<file path="src/rtl/mips_hi_lo_pkg.sv">
// rtl/mips_hi_lo_pkg.sv - shared funct codes, FSM states and decode helpers for the HI/LO unit
// Purpose: definitions shared by the HI/LO multiply/divide unit and the control unit.
// Contents:
//   FUNCT_* localparams  R-type funct codes handled by the HI/LO unit
//   state_e              HI/LO unit FSM states
//   is_mult_div()        funct selects an iterative multiply/divide
//   is_signed_op()       funct selects a signed multiply/divide
package mips_hi_lo_pkg;

  localparam logic [5:0] FUNCT_MULT  = 6'b011000;
  localparam logic [5:0] FUNCT_MULTU = 6'b011001;
  localparam logic [5:0] FUNCT_DIV   = 6'b011010;
  localparam logic [5:0] FUNCT_DIVU  = 6'b011011;
  localparam logic [5:0] FUNCT_MTHI  = 6'b010001;
  localparam logic [5:0] FUNCT_MTLO  = 6'b010011;

  typedef enum logic [1:0] {
    IDLE  = 2'd0,
    RUN   = 2'd1,
    FIXUP = 2'd2
  } state_e;

  function automatic logic is_mult_div(input logic [5:0] funct);
    return (funct == FUNCT_MULT) || (funct == FUNCT_MULTU) ||
           (funct == FUNCT_DIV)  || (funct == FUNCT_DIVU);
  endfunction

  function automatic logic is_signed_op(input logic [5:0] funct);
    return (funct == FUNCT_MULT) || (funct == FUNCT_DIV);
  endfunction

endpackage

</file>
<file path="src/rtl/hi_lo_iter_core.sv">
// rtl/hi_lo_iter_core.sv - iterative shift-add multiply / restoring divide datapath on magnitudes
// Purpose: RUN-phase datapath. One multiply or divide step per step_i cycle, DATA_WIDTH steps total.
// Ports:
//   clk, reset   clock, synchronous active-high reset
//   load_i       latch operands and operation, clear accumulator and step counter
//   step_i       perform one iteration step
//   is_div_i     1 = divide, 0 = multiply (sampled on load_i)
//   opa_i        multiplier / dividend magnitude (sampled on load_i)
//   opb_i        multiplicand / divisor magnitude (sampled on load_i)
//   finished_o   high during the step cycle that performs the last iteration
//   acc_o        multiply: product high half; divide: remainder magnitude
//   mq_o         multiply: product low half;  divide: quotient magnitude
module hi_lo_iter_core #(
  parameter int DATA_WIDTH = 32
) (
  input  logic                  clk,
  input  logic                  reset,
  input  logic                  load_i,
  input  logic                  step_i,
  input  logic                  is_div_i,
  input  logic [DATA_WIDTH-1:0] opa_i,
  input  logic [DATA_WIDTH-1:0] opb_i,
  output logic                  finished_o,
  output logic [DATA_WIDTH-1:0] acc_o,
  output logic [DATA_WIDTH-1:0] mq_o
);

  localparam int W  = DATA_WIDTH;
  localparam int CW = $clog2(DATA_WIDTH);
  localparam logic [CW-1:0] LAST_STEP = CW'(DATA_WIDTH - 1);

  // acc carries one extra bit so the multiply add-carry is kept before the shift.
  logic [W:0]    acc_q, acc_d;
  logic [W-1:0]  mq_q, mq_d;
  logic [W-1:0]  opb_q;
  logic          is_div_q;
  logic [CW-1:0] cnt_q;

  logic [W:0]    sum;
  logic [W:0]    partial;
  logic [W:0]    shifted;
  logic [W+1:0]  diff;

  always_comb begin
    acc_d   = acc_q;
    mq_d    = mq_q;
    sum     = acc_q + {1'b0, opb_q};
    partial = mq_q[0] ? sum : acc_q;
    // Remainder is always below the divisor, so its low W bits plus the next
    // dividend bit form the trial value; diff[W+1] is the borrow.
    shifted = {acc_q[W-1:0], mq_q[W-1]};
    diff    = {1'b0, shifted} - {2'b00, opb_q};
    if (is_div_q) begin
      if (diff[W+1]) begin
        acc_d = shifted;
        mq_d  = {mq_q[W-2:0], 1'b0};
      end else begin
        acc_d = diff[W:0];
        mq_d  = {mq_q[W-2:0], 1'b1};
      end
    end else begin
      acc_d = {1'b0, partial[W:1]};
      mq_d  = {partial[0], mq_q[W-1:1]};
    end
  end

  always_ff @(posedge clk) begin
    if (reset) begin
      acc_q    <= '0;
      mq_q     <= '0;
      opb_q    <= '0;
      is_div_q <= 1'b0;
      cnt_q    <= '0;
    end else if (load_i) begin
      acc_q    <= '0;
      mq_q     <= opa_i;
      opb_q    <= opb_i;
      is_div_q <= is_div_i;
      cnt_q    <= '0;
    end else if (step_i) begin
      acc_q    <= acc_d;
      mq_q     <= mq_d;
      cnt_q    <= cnt_q + CW'(1);
    end
  end

  assign finished_o = step_i && (cnt_q == LAST_STEP);
  assign acc_o      = acc_q[W-1:0];
  assign mq_o       = mq_q;

endmodule

</file>
<file path="src/rtl/hi_lo_mult_div_unit.sv">
// rtl/hi_lo_mult_div_unit.sv - iterative multiply/divide unit owning the HI/LO registers
// Purpose: executes MULT/MULTU/DIV/DIVU over DATA_WIDTH+1 busy cycles and MTHI/MTLO in one cycle.
// Ports:
//   clk, reset           clock, synchronous active-high reset
//   start                request from decode (mult/div/MTHI/MTLO), ignored while busy
//   funct                R-type funct code
//   operand_a            rs: multiplicand / dividend / MTHI,MTLO source
//   operand_b            rt: multiplier / divisor
//   busy                 multiply/divide in flight
//   done                 one-cycle pulse after a multiply/divide commits HI/LO
//   hi, lo               architectural HI/LO registers
module hi_lo_mult_div_unit
  import mips_hi_lo_pkg::*;
#(
  parameter int DATA_WIDTH = 32
) (
  input  logic                  clk,
  input  logic                  reset,
  input  logic                  start,
  input  logic [5:0]            funct,
  input  logic [DATA_WIDTH-1:0] operand_a,
  input  logic [DATA_WIDTH-1:0] operand_b,
  output logic                  busy,
  output logic                  done,
  output logic [DATA_WIDTH-1:0] hi,
  output logic [DATA_WIDTH-1:0] lo
);

  localparam int W = DATA_WIDTH;

  state_e        state_q, state_d;
  logic [W-1:0]  hi_q, lo_q;
  logic          done_q;
  logic [W-1:0]  a_raw_q;
  logic          is_div_q, neg_res_q, neg_a_q, div_zero_q;

  logic          core_load, core_step, core_finished, commit;
  logic [W-1:0]  core_acc, core_mq;

  logic          signed_op, a_neg, b_neg;
  logic [W-1:0]  mag_a, mag_b;
  logic [2*W-1:0] prod, prod_fix;
  logic [W-1:0]  quo_fix, rem_fix;
  logic [W-1:0]  res_hi, res_lo;

  // Two's-complement negation of -2^(W-1) yields 2^(W-1) read as unsigned,
  // so W-bit magnitudes are exact for every signed operand.
  always_comb begin
    signed_op = is_signed_op(funct);
    a_neg     = signed_op && operand_a[W-1];
    b_neg     = signed_op && operand_b[W-1];
    mag_a     = a_neg ? -operand_a : operand_a;
    mag_b     = b_neg ? -operand_b : operand_b;
  end

  hi_lo_iter_core #(
    .DATA_WIDTH(W)
  ) u_core (
    .clk       (clk),
    .reset     (reset),
    .load_i    (core_load),
    .step_i    (core_step),
    .is_div_i  (funct == FUNCT_DIV || funct == FUNCT_DIVU),
    .opa_i     (mag_a),
    .opb_i     (mag_b),
    .finished_o(core_finished),
    .acc_o     (core_acc),
    .mq_o      (core_mq)
  );

  always_comb begin
    state_d   = state_q;
    core_load = 1'b0;
    core_step = 1'b0;
    commit    = 1'b0;
    unique case (state_q)
      IDLE: begin
        if (start && is_mult_div(funct)) begin
          core_load = 1'b1;
          state_d   = RUN;
        end
      end
      RUN: begin
        core_step = 1'b1;
        if (core_finished) state_d = FIXUP;
      end
      FIXUP: begin
        commit  = 1'b1;
        state_d = IDLE;
      end
      default: state_d = IDLE;
    endcase
  end

  // Sign fix-up: product negated on differing signs, quotient likewise,
  // remainder follows the dividend. Divide-by-zero bypasses the datapath.
  always_comb begin
    prod     = {core_acc, core_mq};
    prod_fix = neg_res_q ? -prod : prod;
    quo_fix  = neg_res_q ? -core_mq : core_mq;
    rem_fix  = neg_a_q ? -core_acc : core_acc;
    if (!is_div_q) begin
      res_hi = prod_fix[2*W-1:W];
      res_lo = prod_fix[W-1:0];
    end else if (div_zero_q) begin
      res_hi = a_raw_q;
      res_lo = '1;
    end else begin
      res_hi = rem_fix;
      res_lo = quo_fix;
    end
  end

  always_ff @(posedge clk) begin
    if (reset) begin
      state_q    <= IDLE;
      hi_q       <= '0;
      lo_q       <= '0;
      done_q     <= 1'b0;
      a_raw_q    <= '0;
      is_div_q   <= 1'b0;
      neg_res_q  <= 1'b0;
      neg_a_q    <= 1'b0;
      div_zero_q <= 1'b0;
    end else begin
      state_q <= state_d;
      done_q  <= commit;
      if (core_load) begin
        a_raw_q    <= operand_a;
        is_div_q   <= (funct == FUNCT_DIV || funct == FUNCT_DIVU);
        neg_res_q  <= a_neg ^ b_neg;
        neg_a_q    <= a_neg;
        div_zero_q <= (operand_b == '0);
      end
      if (commit) begin
        hi_q <= res_hi;
        lo_q <= res_lo;
      end else if (state_q == IDLE && start) begin
        if (funct == FUNCT_MTHI) hi_q <= operand_a;
        if (funct == FUNCT_MTLO) lo_q <= operand_a;
      end
    end
  end

  assign busy = (state_q != IDLE);
  assign done = done_q;
  assign hi   = hi_q;
  assign lo   = lo_q;

endmodule

</file>
<file path="config.mk">
export PLATFORM = sky130hd
export DESIGN_NAME = hi_lo_mult_div_unit
export DESIGN_NICKNAME = d
export VERILOG_FILES = /design/src/rtl/mips_hi_lo_pkg.sv /design/src/rtl/hi_lo_iter_core.sv /design/src/rtl/hi_lo_mult_div_unit.sv
export SDC_FILE = /design/constraint.sdc
export NUM_CORES = 1
export LEC_CHECK = 0
export CELL_PAD_IN_SITES_DETAIL_PLACEMENT = 0
export CELL_PAD_IN_SITES_GLOBAL_PLACEMENT = 1
export CORE_MARGIN = 10
export CORE_UTILIZATION = 44
export DETAILED_ROUTE_END_ITERATION = 10
export HOLD_SLACK_MARGIN = 0.15
export PLACE_DENSITY_LB_ADDON = 0.2
export REMOVE_ABC_BUFFERS = 1
export SYNTH_ARGS = -nofsm -noshare
export SYNTH_HDL_FRONTEND = slang
export SYNTH_HIERARCHICAL = 1
export SYNTH_SLANG_ARGS = --single-unit
</file>
<file path="constraint.sdc">
create_clock -name clk -period 3.6 [get_ports clk]
set_input_delay 0.72 -clock clk [delete_from_list [all_inputs] [get_ports clk]]
set_output_delay 0.72 -clock clk [all_outputs]
set_load 0.1 [all_outputs]
</file>
==> flow_metrics.tcl <==
set metrics [dict create \
    cts_tree "built" \
    avgSynthCellArea_um2 7.36 \
    hold_path_class "in2reg" \
    power.leakage_nw 7.58 \
    max_freq_ghz 0.299 \
    grt_max_degree 132 \
    ys_top_cells_by_area "dfxtp_1, a21oi_1, ha_1, xnor2_1, nand2_1" \
    path_buf_inv 0 \
    wl_per_cell_um 21.7 \
    synth_area_leader_cell "dfxtp_1" \
    setup_tns_ns 0 \
    rr_worst_depth 10 \
    numCtsBuffers 27 \
    cp-end-kind "flip-flop" \
    ys_seq_elements 206 \
    fp.dieW_um 219 \
    portBuffers 138 \
    post-cts-setup-buffer-count 0 \
    yosys_warnings 6 \
    initial_core_util_pct 44.9 \
    drc_errors 0 \
    rsz0062_at_grt "false" \
    firstDrtPassIters 5 \
    place.gp.congestion 0.932 \
    antenna_found_initial 1 \
    dpl_worst_slack_ns -0.0608 \
    slowest_stage "fa_1" \
    placed_area_um2 19600 \
    vias 18500 \
    rows 72 \
    nets 2601 \
    crit_cells 10 \
    status "complete, no violations" \
    startpoint_type "flip-flop" \
    grt_pass1_vias 17400 \
    clkTransAtPathRegs_ns 0.06 \
    post_cts_resized 0 \
    synth_top_flop_cell "dfxtp_1" \
    criticalPathCategory "reg2reg" \
    drv_slew 0 \
    final_area_um2 20500 \
    cts_buffer_depth 3 \
    ys_types 96 \
    syn-cell-area_um2 17500 \
    path_cells "ha_1, fa_1, a211oi_2, o211a_1, o21ai_1, o31a_1, a21oi_1, o41ai_1, o21ai_0, o221ai_1" \
    synthCells 2371 \
    grt_first_pass_wirelength_mm 99.9 \
    fin_skew_ns 0.00961 \
    setup-violations-final 0 \
    drtAntennaViolNets 0 \
    drt-total-wl_mm 65.1 \
    synth_edf_count 0 \
    design.die.area_um2 48100 \
    final.period_utilization_pct 92.9 \
    dp_hpwl_mm 48.2 \
    hold_depth 2 \
    cts-htree-levels 1 \
    clk_latency_ns 0.57 \
    fin_crit_ns 3.34 \
    vias_per_cell 6.18 \
    dieHeight_um 219 \
    synthArstFlopShare_pct 0 \
    seq_area_frac_synth_pct 23.6 \
    cap_violations 0 \
    crit_fanout 8 \
    cp.arrival_ns 3.78 \
    post_layout_nonfiller_instances 2996 \
    power_density_nw_per_um2 320 \
    slew_headroom_pct 32.5 \
    coreArea_um2 38900 \
    hold_violations 0 \
    hold_ws_ns 0.405 \
    grtUsageTotal_pct 25.8 \
    syn_to_final_growth_pct 17.4 \
    setup_slack_ns 0.256 \
    netlist.area_leader.share_pct 23.6 \
    grt.overflow.total 0 \
    critPathMaxStageDelay_ns 0.45 \
    drive_above_1_share_pct 9.73 \
    critPathRequiredTime_ns 4.03 \
    worstMarginPinSlew_ns 1.01 \
    ir_worst_vdd_mv 0.348 \
    critical_path.top_delay_family "compound AO/OA/AOI/OAI gates" \
    dp.cells 2945 \
    cts.sinks 206 \
    io_pins 139 \
    hold_buffers 0 \
    root_buffer "clkbuf_16" \
    drt_iter0_drc 1637 \
]
-- sequential cells by signal (all words and copies together), names as in the netlist, 2 cells and up --
signal and flops:
u_core/cnt_q 5, state_q 2, a_raw_q 32, u_core/mq_o 32, hi 32, u_core/acc_q 33, u_core/opb_q 32, lo 32
-- kinds of logic (layout without fill, tap and decap cells) --
family | Yosys count | in the layout | synth area share (%)
AOI/OAI and AO/OA | 801 | 801 | 29.9
and+or+nand+nor | 767 | 767 | 21.2
buffers and inverters | 271 | 377 | 6.69
DFF | 206 | 206 | 23.6
xor gates and xnor gates | 169 | 169 | 8.48
muxes | 85 | 85 | 4.92
adders and majority gates | 72 | 72 | 5.25
other | 0 | 1 | 0
-- layout make-up --
cell class	count	area (um^2)
diodes	1	2.50
clock buffers	41	778
clock inverters	9	149
fillers	3883	18400
inverters	66	250
multi-input cells	1894	12200
flip-flops and latches	206	4130
well taps	518	648
repair buffers	261	2350
-- per-layer routing --
layer,up-vias,track usage [%],wire (um)
met1,8756,33.3,27700
li1,8898,-,-
met3,157,3.05,4360
met5,-,0,0
met4,0,9.97,2680
met2,719,43.2,30400
-- cell usage after synthesis, types with 60 or more instances --
cell        n
xor2_1     72
nand2_1   221
a21oi_1   239
mux2i_1    78
nand3_1    60
ha_1       70
inv_1      64
o21ai_0   163
dfxtp_1   206
clkbuf_1  136
nor2_1    221
xnor2_1    97
-- path summary, 6_finish.rpt --
check | endpoint | slack, ns | from
worst max register to register | u_core/acc_q[23]$_SDFFE_PP0P_ | 0.26 | u_core/acc_q[0]$_SDFFE_PP0P_
worst max-delay path | u_core/acc_q[23]$_SDFFE_PP0P_ | 0.26 | u_core/acc_q[0]$_SDFFE_PP0P_
worst min register to register | a_raw_q[29]$_SDFFE_PP0P_ | 0.45 | a_raw_q[29]$_SDFFE_PP0P_
worst min-delay path | a_raw_q[21]$_SDFFE_PP0P_ | 0.40 | reset
-- per-stage QoR --
| step | utilization, % | power, mW |
|---|---|---|
| 3_5_place_dp | 50.3 | 3.68 |
| 5_1_grt | 52.6 | 6.77 |
| 2_1_floorplan | - | 3.10 |
| 3_3_place_gp | 50.3 | 3.67 |
| 6_report | 52.7 | 6.56 |
| 4_1_cts | 52.6 | 6.57 |
-- where the power goes --
part	switching, mW	internal [mW]
registers	0.0421	2.31
clock network	1.13	1.77
logic	0.822	0.489
total	1.99	4.57
-- cells in the final DEF, fill, tap and decap left out, drive strengths merged, types with 21 or more instances in the layout --
master	count
xnor2	97
mux2i	78
o41ai	30
o31ai	34
nand2	222
inv	66
nor2	222
a21oi	242
a211oi	59
nand3	60
clkdlybuf4s50	124
nor4	23
dfxtp	206
o211ai	26
a31oi	31
a21o	29
clkbuf	41
o21a	21
a22oi	28
or3	31
ha	70
nor3	44
buf	137
o21ai	168
xor2	72
or4	31
and3	27
No activity file was read; power rests on OpenSTA's default activity.
